$ cat config.mk
export PLATFORM = sky130hd
export DESIGN_NAME = debounce
export DESIGN_NICKNAME = d
export VERILOG_FILES = /design/src/rtl/debounce.sv
export SDC_FILE = /design/constraint.sdc
export NUM_CORES = 1
export LEC_CHECK = 0
export ABC_AREA = 1
export CORE_MARGIN = 8
export CORE_UTILIZATION = 50
export CTS_CLUSTER_DIAMETER = 60
export DETAILED_ROUTE_END_ITERATION = 10
export PLACE_DENSITY = 0.67
export SLEW_MARGIN = 20
export SYNTH_ARGS = -nofsm -noshare
export SYNTH_HDL_FRONTEND = slang
export SYNTH_SLANG_ARGS = --single-unit
export TNS_END_PERCENT = 50
$ cat constraint.sdc
create_clock -name clk -period 1.7 [get_ports clk]
set_input_delay 0.34 -clock clk [delete_from_list [all_inputs] [get_ports clk]]
set_output_delay 0.34 -clock clk [all_outputs]
set_load 0.1 [all_outputs]
$ cat src/rtl/debounce.sv
// debounce: 2-FF synchronised, counter-qualified debouncer for one bouncing input.
// Define DEBOUNCE_EDGE_EN to add one-cycle out_rise/out_fall pulses on out transitions.
module debounce #(
    parameter int  C_CLK_FRQ  = 100000000,
    parameter real C_INTERVAL = 10.0
) (
    input  logic clk,
    input  logic rstb,
    input  logic in,
`ifdef DEBOUNCE_EDGE_EN
    output logic out_rise,
    output logic out_fall,
`endif
    output logic out
);
    localparam int C_RAW = int'(real'(C_CLK_FRQ) * C_INTERVAL / 1000.0);
    localparam int C_N = (C_RAW < 1) ? 1 : C_RAW;
    localparam int C_W = $clog2(C_N + 1);
    localparam logic [C_W-1:0] C_LAST = C_W'(C_N - 1);
    logic s1_q, s2_q, out_q, out_d;
    logic [C_W-1:0] cnt_q, cnt_d;
    // Any cycle with s2 back at the output level restarts the interval.
    always_comb begin
        out_d = (s2_q != out_q && cnt_q == C_LAST) ? s2_q : out_q;
        cnt_d = (s2_q == out_q || cnt_q == C_LAST) ? '0 : cnt_q + 1'b1;
    end
    always_ff @(posedge clk or negedge rstb) begin
        if (!rstb) begin
            s1_q  <= 1'b0;
            s2_q  <= 1'b0;
            cnt_q <= '0;
            out_q <= 1'b0;
        end else begin
            s1_q  <= in;
            s2_q  <= s1_q;
            cnt_q <= cnt_d;
            out_q <= out_d;
        end
    end
    assign out = out_q;
`ifdef DEBOUNCE_EDGE_EN
    logic out_dly_q;
    always_ff @(posedge clk or negedge rstb) begin
        if (!rstb) out_dly_q <= 1'b0;
        else       out_dly_q <= out_q;
    end
    assign out_rise = out_q & ~out_dly_q;
    assign out_fall = ~out_q & out_dly_q;
`endif
endmodule

# Word level (Yosys, flattened, before mapping)

Cells that the tools add are included.

Divide/modulo/power cells: 0
Equal/unequal tests: 3
Bitwise operators: 0
Shift-type cells: 0
Magnitude comparators: 0
Reduce and logical (&&, ||, !) cells: 2
Add/subtract/negate cells: 1
Multiplexer cells: 1
Multipliers: 0

Operator list:

| kind                  | number |
|---|---|
| $add 20x1->20 const B | 1 |
| $eq 20x20->1 const B  | 1 |
| $mux 20               | 1 |
| $eq 1x1->1            | 1 |
| $logic_and 1x1->1     | 1 |
| $logic_or 1x1->1      | 1 |
| $ne 1x1->1            | 1 |

Word-level logic and storage cells: 11
Bits in read-only memories: 0
Latch bits: 0
Memory bits (writable): 0
Output and inout bits: 1
Bits in registers: 23
Memories kept: 0
Bits of input ports: 3

# Longest topological paths before layout

Depth after elaboration: 3
Mapped depth: 9
Gate-level depth less buffers: 9

# Least setup slack after synthesis

Ideal clock, no wire load.

Kind: reg-to-reg
Start: register out_q, in the netlist out
End: register cnt_q[14]
Slack: -0.005 ns
Arrival: 1.634 ns
Stages on the path, launching flop included: 5
Setup time: 0.071 ns
Path buffers: 1
Required time: 1.629 ns
Period minus slack after synthesis: 1.705 ns
Cells stage by stage: dfrtp_1 -> xor2_1 -> nand2_4 -> buf_8 -> nor2_1

Word-level cells in the longest chain between the ends: 3

RTL lines:

| element                  | line | source |
|---|---|---|
| start: declaration       | 20   | `logic s1_q, s2_q, out_q, out_d;` |
| start signal: assignment | 37   | `out_q <= out_d;` |
| $eq 1x1->1               | 25   | `cnt_d = (s2_q == out_q \|\| cnt_q == C_LAST) ? '0 : cnt_q + 1'b1;` |
| $logic_or 1x1->1         | 25   |  |
| $mux 20                  | 25   |  |
| named net cnt_d[14]      | 21   | `logic [C_W-1:0] cnt_q, cnt_d;` |
| end signal: assignment   | 36   | `cnt_q <= cnt_d;` |
| end: declaration         | 21   |  |

The timed path passes the listed nets, and every way through them passes these cells.
A chain may end at the register's enable or synchronous reset.

# Worst setup path in the final report

Start: register cnt_q[0]
End: register cnt_q[16]

Word-level cells in the longest chain between the ends: 3
Elaborated cells between the ends (all ways): 4
Classes of those cells: 1 x add/sub; 1 x eq/ne; 1 x mux; 1 x reduce/logical

RTL lines:

| element                                                               | line |
|---|---|
| parallel branches: the longest is 2 deep, another holds $add 20x1->20 | -- |
| $mux 20 *                                                             | 25 |
| named net cnt_d[16]                                                   | 21 |

Mark *: on every way through the listed nets, which the timed path passes.

==> impl_results.md <==
- Peak per-stage delay on the critical path: slightly above 0.4 ns
- Clock Power Share: 0.295
- HP Class: in -> async
- Clock Path Buffers: 2
- Placer congestion estimate: slightly below 1
- Clock sink count: 23
- 1st-iter DRT viols: 86
- Final period util: 0.8891
- Final hold viol count: 0
- Worst R2R Path Depth: 9
- WL final: between 2 and 2.5 mm
- Post-route DRC: 0
- Synth Area in Simple Gates: 0.3835
- Die area: about 4400 sq um
- Core area: ~2500 sq um
- Gate Count Post-Synth: approximately 170
- Die W: 66.45 microns
- Endpoint type of the worst setup path: flop
- CTS Buf Count: 3
- Power Total: 0.0008506 W
- Crit path launch type: flop
- Post-Synth Adder-Cell Area: 0.009833
- Ys Warns: 0
- PortBufs: 3
- IO Count: 4
- Gate power share: 0.045
- Min Tclk post-route: between 1.5 and 2 ns
- H-tree depth: 1
- Skew-Pair Late Insertion Delay: roughly 0.31 ns
- Die height: between 60 and 70 microns
- CP max stage cell: dfrtp_1
- Drt pass-1 iters: 4
- CTS resizes: 0
- Drt via density: 5.009
- DPL Wire Length: 1.892 mm
- Compound-Gate Fraction of Synth Area: 0.02557
- Flop pwr share: 0.660
- Power Density: between 600 and 700 nW/um^2
- Hold slack: between 0.3 and 0.4 ns
- Post-synthesis sequential area ratio: 0.4523
- Worst clock skew: ~0.011 ns
- Post-CTS setup buffer count: 0
- Switch share: 0.2294
- Crit-path max FO: 4
- Main combinational cell family by area after synthesis: simple AND/OR/NAND/NOR gates
- Synthesized area: between 1000 and 1500 sq um
- Mux cell area share after synthesis: 0
- Rel. slew slack: 0.7554
- Area of the multi-input gates: 603.1 sq um
- Synth-to-layout area growth: 7.768%
- Vias in the first global route: between 1,000 and 1,500
- Congestion Overflow GR: 0
- Final TNS setup: 0 ns
- Worst Path Required: roughly 2.0 ns
- Crit-path cells: ha_1 > nand2_1 > nor2_2 > nand2_2 > nor2_4 > nand2_1 > nand2_1 > nand2_1 > nor2_1
- Post-Synth XOR/XNOR Area: 0.05506
- Seq cells post-synth: 23
- ANT nets after route: 0
- Vias: roughly 1,100
- Setup-failing EPs final: 0
- Antenna violations before repair: 0
- Layout cells sized above 1: 0.07182
- Outcome: finished clean
- Cell variety after synth: 20
- Pin count of the biggest net entering global routing: 24
- Fmax: 661.6 MHz
- Flip-flop and latch area: approximately 580 sq um
- GRT Overall Usage: 0.1285
- Crit path DAT: approximately 1.8 ns
- Syn_nets: 178
- Fillers: approximately 230
- Peak supply drop: around 0.00044 V
- Syn Area/Cell: approximately 7.3 sq um
- Fin. max-slew vios: 0
- Rows: 18
- Most used cell, CP: nand2_1
- DR WL/cell: 11.67 microns
- Diode count: 0
- Max_cap viols: 0
- Nets: around 190
- Internal power: ~0.00066 W
- Hold_buf cts: 0
- Root Buffer: clkbuf_4
- LEAKAGE: just over 0.6 nW
- TritonCTS clock tree: yes
- First-pass GRT wire length: around 4.4 mm
- Worst Max-Slew Pin Slew: about 0.37 ns
- RSZ-0062 raised after global routing: no
- Critical path class: reg -> reg
- Clock Pin Slew Worst Setup and Hold Paths: roughly 0.13 ns
- Core Util, Final: 0.5586
- NetSw: slightly below 0.0002 W
- Initial Util: 0.5183
[worst max-delay path: cells and delay by family, from the launching register on]
kind                     cells  cell delay, ns
flip-flops                   1            0.41
AND/OR/NAND/NOR              8            0.79
adder cells (fa/ha/maj)      1            0.24
[power by group through the flow]
stage	combinational, W	clock [W]	sequential [W]
after floorplan	0.0000218	0	0.000571
after global placement	0.0000390	0	0.000572
after detailed placement	0.0000397	0	0.000572
after CTS	0.0000396	0.000259	0.000561
after global routing	0.0000457	0.000275	0.000562
final	0.0000384	0.000251	0.000561
[synth_stat cells (all sizes together)]
cell,n,area (sq um)
nand4,4,25.02
inv,21,78.83
nand3b,1,7.510
dfrtp,23,575.6
buf,1,15.01
and2,1,6.260
o21bai,1,7.510
nand2,46,182.7
o21ai,4,20.02
ha,1,12.51
a21oi,1,5.000
xnor2,4,35.03
nor2,49,196.4
xor2,4,35.03
nand3,13,70.07
[kinds of logic after synthesis]
| logic type | after synthesis |
|---|---|
| compound gates | 6 |
| simple gates | 114 |
| fa+ha+maj | 1 |
| flops | 23 |
| buf+inv | 22 |
| xor+xnor | 8 |
[through the flow]
step	std cells	instance area (sq um)	worst slack [ns]
2_1_floorplan	174	1274	0.2637
3_3_place_gp	207	1344	0.2808
3_5_place_dp	207	1344	0.2146
4_1_cts	211	1371	0.1946
5_1_grt	211	1371	0.06196
6_report	211	1371	0.1886
[path summary, 6_finish.rpt]
check                                   startpoint             endpoint  slack (ns)
worst max-delay path            cnt_q[0]$_DFF_PN0_  cnt_q[16]$_DFF_PN0_        0.19
worst min-delay path                          rstb  cnt_q[12]$_DFF_PN0_        0.36
worst max register to register  cnt_q[0]$_DFF_PN0_  cnt_q[16]$_DFF_PN0_        0.19
worst min register to register      s1_q$_DFF_PN0_       s2_q$_DFF_PN0_        0.37
max in group asynchronous                     rstb      out$_DFFE_PN0P_        1.11
min in group clk                    s1_q$_DFF_PN0_       s2_q$_DFF_PN0_        0.37
[registers in the layout, summed over array words and instances (netlist names)]
register	cells
cnt_q	20
out	1
s1_q	1
s2_q	1
[layout make-up]
cell class | instances | area share
tap | 30 | 0.02737
multi-input combinational | 129 | 0.4398
timing repair buffer | 4 | 0.03467
clock buffer | 3 | 0.01642
sequential | 23 | 0.4206
inverter | 21 | 0.05748
clock inverter | 1 | 0.003650
[routing by layer]
metal  up-vias  part of all wire  track usage
li1        545                 -            -
met1       487              0.50       0.1697
met2        20              0.45       0.1990
met3         5             0.038      0.02373
met4         0             0.016      0.05600
met5         -                 0            0
[placed cells by master (no fill, tap or decap)]
cell	netlist	final
a21oi_1	1	1
and2_1	1	1
buf_12	0	1
buf_4	0	1
clkbuf_4	0	3
clkdlybuf4s50_1	0	2
clkinv_2	0	1
dfrtp_1	23	22
dfrtp_2	0	1
ha_1	1	1
inv_1	21	21
nand2_1	44	44
nand2_2	1	1
nand2_4	1	1
nand3_1	12	12
nand3_2	1	1
nand3b_1	1	1
nand4_1	4	4
nor2_1	46	46
nor2_2	2	2
nor2_4	1	1
o21ai_0	4	4
o21bai_1	1	1
xnor2_1	4	4
xor2_1	4	4
(Power assumes the default switching activity.)
